==> src/rtl/ram_arb_pkg.sv <==
// Shared types for the two-port RAM8 arbiter: FSM states, default sizes and port ids.
package ram_arb_pkg;

    localparam int DEF_WIDTH  = 16;
    localparam int DEF_ADDR_W = 3;
    localparam int NUM_PORTS  = 2;

    typedef enum logic [1:0] {
        ST_IDLE   = 2'd0,
        ST_ACCESS = 2'd1,
        ST_ACK    = 2'd2
    } state_e;

    typedef logic port_id_t;

    localparam port_id_t PORT0 = 1'b0;
    localparam port_id_t PORT1 = 1'b1;

    function automatic port_id_t other_port(input port_id_t p);
        return ~p;
    endfunction

endpackage

==> src/rtl/ram_arb_grant.sv <==
// Combinational winner select for two requesters; masked ports never win, ties go to the pointer.
module ram_arb_grant
    import ram_arb_pkg::*;
(
    input  logic     req0_i,
    input  logic     req1_i,
    input  logic [1:0] mask_i,
    input  port_id_t ptr_i,
    output logic     gnt_valid_o,
    output port_id_t gnt_id_o
);

    logic [1:0] live;

    always_comb begin
        live        = {req1_i, req0_i} & ~mask_i;
        gnt_valid_o = |live;
        gnt_id_o    = PORT0;
        if (live == 2'b11) begin
            gnt_id_o = ptr_i;
        end else if (live[1]) begin
            gnt_id_o = PORT1;
        end
    end

endmodule

==> src/rtl/ram_arbiter.sv <==
// Two-port req/ack arbiter driving a RAM8 for one cycle per access.
// RAM_ARB_RR_EN selects round-robin tie breaking; otherwise port 0 always wins ties.
module ram_arbiter
    import ram_arb_pkg::*;
#(
    parameter int WIDTH  = DEF_WIDTH,
    parameter int ADDR_W = DEF_ADDR_W
) (
    input  logic              clk,
    input  logic              reset,
    input  logic              req0,
    input  logic              req1,
    input  logic              we0,
    input  logic              we1,
    input  logic [ADDR_W-1:0] addr0,
    input  logic [ADDR_W-1:0] addr1,
    input  logic [WIDTH-1:0]  wdata0,
    input  logic [WIDTH-1:0]  wdata1,
    output logic              ack0,
    output logic              ack1,
    output logic [WIDTH-1:0]  rdata,
    output logic              mem_load,
    output logic [ADDR_W-1:0] mem_addr,
    output logic [WIDTH-1:0]  mem_in,
    input  logic [WIDTH-1:0]  mem_out
);

    state_e            state_q, state_d;
    logic              we_q, we_d;
    logic [ADDR_W-1:0] addr_q, addr_d;
    logic [WIDTH-1:0]  wdata_q, wdata_d;
    logic [WIDTH-1:0]  rdata_q, rdata_d;
    port_id_t          port_q, port_d;

    logic              gnt_valid;
    port_id_t          gnt_id;
    port_id_t          ptr;
    logic              grant;
    logic [1:0]        mask;

    // Per-port request fields gathered into arrays so the grant id indexes them directly.
    logic              req_we   [NUM_PORTS];
    logic [ADDR_W-1:0] req_addr [NUM_PORTS];
    logic [WIDTH-1:0]  req_wdata[NUM_PORTS];
    logic [1:0]        ack_vec;

    assign req_we[0]    = we0;
    assign req_we[1]    = we1;
    assign req_addr[0]  = addr0;
    assign req_addr[1]  = addr1;
    assign req_wdata[0] = wdata0;
    assign req_wdata[1] = wdata1;

    generate
        for (genvar gi = 0; gi < NUM_PORTS; gi++) begin : g_port
            assign ack_vec[gi] = (state_q == ST_ACK) && (port_q == port_id_t'(gi));
            // The port being acked only now learns of completion, so its held req is stale.
            assign mask[gi]    = ack_vec[gi];
        end
    endgenerate

    ram_arb_grant u_grant (
        .req0_i     (req0),
        .req1_i     (req1),
        .mask_i     (mask),
        .ptr_i      (ptr),
        .gnt_valid_o(gnt_valid),
        .gnt_id_o   (gnt_id)
    );

`ifdef RAM_ARB_RR_EN
    port_id_t ptr_q, ptr_d;

    always_comb begin
        ptr_d = ptr_q;
        if (grant) begin
            ptr_d = other_port(gnt_id);
        end
    end

    always_ff @(posedge clk or negedge reset) begin
        if (!reset) begin
            ptr_q <= PORT0;
        end else begin
            ptr_q <= ptr_d;
        end
    end

    assign ptr = ptr_q;
`else
    assign ptr = PORT0;
`endif

    always_comb begin
        state_d = state_q;
        we_d    = we_q;
        addr_d  = addr_q;
        wdata_d = wdata_q;
        port_d  = port_q;
        rdata_d = rdata_q;
        grant   = 1'b0;
        case (state_q)
            ST_IDLE, ST_ACK: begin
                state_d = ST_IDLE;
                if (gnt_valid) begin
                    grant   = 1'b1;
                    state_d = ST_ACCESS;
                    port_d  = gnt_id;
                    we_d    = req_we[gnt_id];
                    addr_d  = req_addr[gnt_id];
                    wdata_d = req_wdata[gnt_id];
                end
            end
            ST_ACCESS: begin
                state_d = ST_ACK;
                if (!we_q) begin
                    rdata_d = mem_out;
                end
            end
            default: begin
                state_d = ST_IDLE;
            end
        endcase
    end

    always_ff @(posedge clk or negedge reset) begin
        if (!reset) begin
            state_q <= ST_IDLE;
            we_q    <= 1'b0;
            addr_q  <= '0;
            wdata_q <= '0;
            rdata_q <= '0;
            port_q  <= PORT0;
        end else begin
            state_q <= state_d;
            we_q    <= we_d;
            addr_q  <= addr_d;
            wdata_q <= wdata_d;
            rdata_q <= rdata_d;
            port_q  <= port_d;
        end
    end

    // Decoded from the async-reset state so a reset mid-access kills the strobe at once.
    assign mem_load = (state_q == ST_ACCESS) && we_q;
    assign mem_addr = addr_q;
    assign mem_in   = wdata_q;
    assign rdata    = rdata_q;
    assign ack0     = ack_vec[0];
    assign ack1     = ack_vec[1];

endmodule

==> config.mk <==
export PLATFORM = sky130hd
export DESIGN_NAME = ram_arbiter
export DESIGN_NICKNAME = d
export VERILOG_FILES = /design/src/rtl/ram_arb_pkg.sv /design/src/rtl/ram_arb_grant.sv /design/src/rtl/ram_arbiter.sv
export SDC_FILE = /design/constraint.sdc
export NUM_CORES = 1
export LEC_CHECK = 0
export CAP_MARGIN = 20
export CORE_ASPECT_RATIO = 0.75
export CORE_MARGIN = 2
export CORE_UTILIZATION = 34
export CTS_CLUSTER_SIZE = 28
export DETAILED_ROUTE_END_ITERATION = 7
export PLACE_DENSITY = 0.84
export RECOVER_POWER = 25
export SYNTH_ARGS = -nofsm -noshare
export SYNTH_HDL_FRONTEND = slang
export SYNTH_SLANG_ARGS = --single-unit
==> constraint.sdc <==
create_clock -name clk -period 2.04 [get_ports clk]
set_clock_uncertainty 0.2 [all_clocks]
set_input_delay 0.204 -clock clk [delete_from_list [all_inputs] [get_ports clk]]
set_output_delay 0.204 -clock clk [all_outputs]
set_load 0.03 [all_outputs]
# After elaboration in Yosys (flattened, before gate mapping)
# Cells that the tools add are included.
# totals
wordCells	36
in_bits	60
register_bits	39
output_inout_bits	38
# op_classes
n_lt_le_gt_ge	1
n_reduce_logical	8
bitwise	5
eq_ne	3
n_mux	13
# ops
cell	count
$mux 16	3
$mux 3	3
$mux 1	6
$eq 2x2->1 const B	2
$pmux 2 s2	1
$reduce_and 2->1	2
$reduce_or 2->1	2
$logic_and 1x1->1	3
$and 2x2->2	1
$eq 2x1->1 const B	1
$ge 2x2->1 const B	1
$logic_not 2->1	1
$not 1->1	2
$not 1->2	1
$not 2->2	1

# Longest topological paths before layout
# logic_depth
depth_word	10
depth_mapped	5
depth_no_buf	4

# Cells and area by module
# A second synthesis with hierarchy kept.
# hier_totals
cells_unflattened	113
area_unflattened_um2	1744.2
# by_module_without_submodules
mod	cells_each	n_inst	seq_area_each_um2	area_each_um2
ram_arbiter	108	1	975.9	1707.9
ram_arb_grant	5	1	0.0	36.3

# Worst setup path before layout
# Ideal clock, no wire load.
# synth_timing
path_type	flip-flop to flip-flop
start	reg state_q[1]
end	reg wdata_q[11] (netlist: mem_in[11])
synth_period_minus_slack_ps	1887
arrival_time_ps	1562
path_slack_ps	153
path_stages_with_launch	6
n_path_buf	1
setup_time_ps	125
required_time_ps	1715
cell_sequence	dfrtp_1 > and2b_1 > o211ai_2 > buf_2 > mux2_2 > mux2_2
# synth_via
elab_chain_len	10
word_cells_on_any_way	16
classes_between	eq/ne: 2; mux: 5; bitwise: 3; reduce/logical: 6
# synth_lines
item	line	rtl
start, declared	ram_arbiter.sv:28	state_e state_q, state_d;
start signal, assigned	ram_arbiter.sv:135	state_q <= state_d;
$eq 2x2->1	ram_arbiter.sv:56, ram_arbiter.sv:102	
$logic_and 1x1->1	ram_arbiter.sv:56	assign ack_vec[gi] = (state_q == ST_ACK) && (port_q == port_id_t'(gi));
$not 2->2	ram_arb_grant.sv:16	live = {req1_i, req0_i} & ~mask_i;
$and 2x2->2	ram_arb_grant.sv:16	
$eq 2x2->1 or $mux 1 (tied branches)	ram_arb_grant.sv:19, ram_arb_grant.sv:21	
$mux 1	ram_arb_grant.sv:19	if (live == 2'b11) begin
$not 1->2 (implied by the code)	ram_arbiter.sv:111	wdata_d = req_wdata[gnt_id];
$mux 16 (implied by the code) (3 in series)	ram_arbiter.sv:111	
end signal, assigned	ram_arbiter.sv:138	wdata_q <= wdata_d;
end, declared	ram_arbiter.sv:31	logic [WIDTH-1:0] wdata_q, wdata_d;
# Several ways; a longest one is shown, not always the timed one. The select of a mux whose other input is x is not followed.
# A chain may end at the register's enable or synchronous reset.

# Worst setup path after layout
# layout_timing
start	reg state_q[0]
end	reg wdata_q[8] (netlist: mem_in[8])
# Same word-level chain as after synthesis.

==> metrics.yaml <==
critPathMaxStageDelay_ps: 380
cap_viol_max_count: 0
ys_seq_area_share_pct: 56.0
fp.dieH_um: 66.0
crit_start: "state_q[0]"
critPathBufInv: 1
timing.fmax_mhz: 516
cp-start-kind: "flip-flop"
synth_area_leaders: "dfrtp_1 (56%), mux2_2 (33%), mux2_1 (1.9%)"
path_common_cell: "mux2_2"
start_util_pct: 35.4
antenna_found_initial: 0
htreeDepth: 2
yosys.area.top_type: "dfrtp_1"
cts_root_buffer: "clkbuf_8"
port_buffers: 97
synth_top_cell_area_share_pct: 56.0
synthTopCellsByCount: "mux2_2 (51), dfrtp_1 (39), buf_4 (4), inv_1 (4)"
grtUsageTotal_pct: 14.9
place_inst: 276
min_period_ps: 1940
synth_fp_nets: 176
grt_pass1_vias: 1355
status: "finished, final reports clean"
reg2regPathDepth: 5
cts_sinks: 39
utilization_pct: 59.8
die_x_um: 86.7
rsz0062_at_grt: "no"
p_leak_nw: 1.23
drt_iter0_drc: 48
setup_viol: 0
synth-seq-cells: 39
numCtsBuffers: 5
syn_area_um2: 1740
postLayoutCellArea_um2: 2950
worst_pin_slew_ps: 1010
place.gp.congestion: 0.733
critical_path.cell_chain: "and2b_1, o211ai_2, buf_4, mux2_2, mux2_2"
hp-start: "state_q[1]"
vias: 1319
relSlewSlack_pct: 32.7
synth.most_common_cell: "mux2_2"
synth-async-reset-ratio_pct: 100
finalNetCount: 284
wl_per_cell_um: 14.8
drive_gt1_share_pct: 31.1
slowest_stage: "dfrtp_1"
finalMaxSlewViolations: 0
cp_max_fo: 12
detail-route-antenna-nets: 0
syn_area_per_cell_um2: 15.0
crit_required_ps: 2010
hpwl_um: 3370
area_delta_synth_final_pct: 68.9
reg2reg_from: "state_q[0]"
holdWs_ps: 277
first_pass_iters: 4
synth-edff-count: 0
yosysWarnings: 0
grt_overflow: 0
period_share_pct: 94.9
ioPinCount: 98
cp.depth: 5
cts_max_path_buffers: 2
cts_tree: "built"
ir_worst_vdd_uv: 798
place_area_um2: 2840
cp-end-kind: "flip-flop"
clkLatencyLatePin_ps: 280
pwr_density_cell_nw_per_um2: 1560
yosysUniqueCellTypes: 16
netlist_instances: 116
core_um2: 4930
total_power_mw: 4.61
hold_path_class: "flip-flop to flip-flop"
path_class: "flip-flop to flip-flop"
grt_start_max_net_pins: 22
drc_errors: 0
dieArea_um2: 5720
drt_wl_total_um: 4220
diodes: 0
routed_via_density: 4.63
grt_pass1_wl_um: 6360
cp_data_arrival_time_ps: 1910
finalHoldViolations: 0
layout.cells.non_filler: 285
path_clk_slew_ps: 70
holdPathStages: 1
crit_family: "multiplexers"
rows: 22
synthFlopType: "dfrtp_1"
==> kinds of logic (layout without fill, tap and decap cells) <==
logic type | after synthesis | in the layout | share of synthesized area (%)
compound gates | 4 | 4 | 2.22
buf+inv | 10 | 119 | 3.16
flops | 39 | 39 | 56.0
mux | 56 | 56 | 36.0
simple gates | 7 | 7 | 2.66
==> path summary, 6_finish.rpt <==
check                             endpoint  slack [ps]
min in group asynchronous        mem_in[0]         410
worst max-delay path             mem_in[8]         100
worst min-delay path            state_q[1]         280
worst min register to register  state_q[1]         280
worst max register to register   mem_in[8]         100
max in group asynchronous         rdata[5]         280
==> worst reg2reg max path, delay by kind of cell (launching register included) <==
family          cells  cell delay [ps]
mux                 2              630
simple gates        1              210
flops               1              380
compound gates      1              170
buf+inv             1              230
==> cell type report <==
class | instances | area (um2)
clock buffers | 6 | 82.6
multi-input cells | 67 | 724
repair buffers | 107 | 1040
clock inverters | 2 | 35.0
fillers | 408 | 1980
flip-flops and latches | 39 | 976
inverters | 4 | 15.0
well taps | 60 | 75.1
==> flip-flops by register name (all words and copies together) (netlist names) <==
signal	count
mem_addr	3
mem_in	16
port_q	1
rdata	16
state_q	2
we_q	1
==> layout by cell type (no fill, tap or decap) <==
cell / Yosys / final
clkdlybuf4s50_1: 0 / 93
mux2_2: 51 / 51
dfrtp_1: 39 / 39
buf_4: 4 / 8
clkbuf_8: 0 / 6
inv_1: 4 / 4
and2_1: 3 / 3
mux2_1: 3 / 3
dlygate4sd2_1: 0 / 3
mux2i_1: 2 / 2
nand3b_1: 1 / 1
nand2b_1: 1 / 1
a21oi_1: 1 / 1
a311oi_4: 0 / 1
nor2b_1: 1 / 1
and2b_1: 1 / 1
o211ai_2: 1 / 1
o22ai_1: 1 / 1
clkinv_2: 0 / 1
bufinv_16: 0 / 1
dlygate4sd3_1: 0 / 1
clkbuf_1: 0 / 1
clkbuf_4: 0 / 1
==> power by group <==
group,switching (mW),leakage (nW),internal (mW)
clock network,0.255,0.0612,0.396
registers,0.208,0.459,1.17
logic,1.30,0.713,1.28
total,1.76,1.23,2.85
==> timing repair <==
| action | CTS | global route |
|---|---|---|
| buffers inserted | 0 | 0 |
| hold buffers | 1 | 0 |
| gates resized for setup | 3 | 0 |
| hold endpoints to repair | 18 | 0 |
| setup endpoints to repair | 3 | 0 |
==> metal layers <==
metal  track usage [%]  routed length, um  up-vias
met5                 0                  0        -
met4              5.27                 27        0
met3              5.99                411        2
met2              24.9               1920       59
met1              17.4               1860      632
li1                  -                  -      626
==> per-stage QoR <==
step / setup TNS [ps] / setup slack, ps
after floorplan: 0 / 153
final: 0 / 103
after detailed placement: -1200 / -75.5
after CTS: 0 / 106
after global placement: -883 / -52.2
after global routing: 0 / 19.0
No activity file was read; power rests on OpenSTA's default activity.
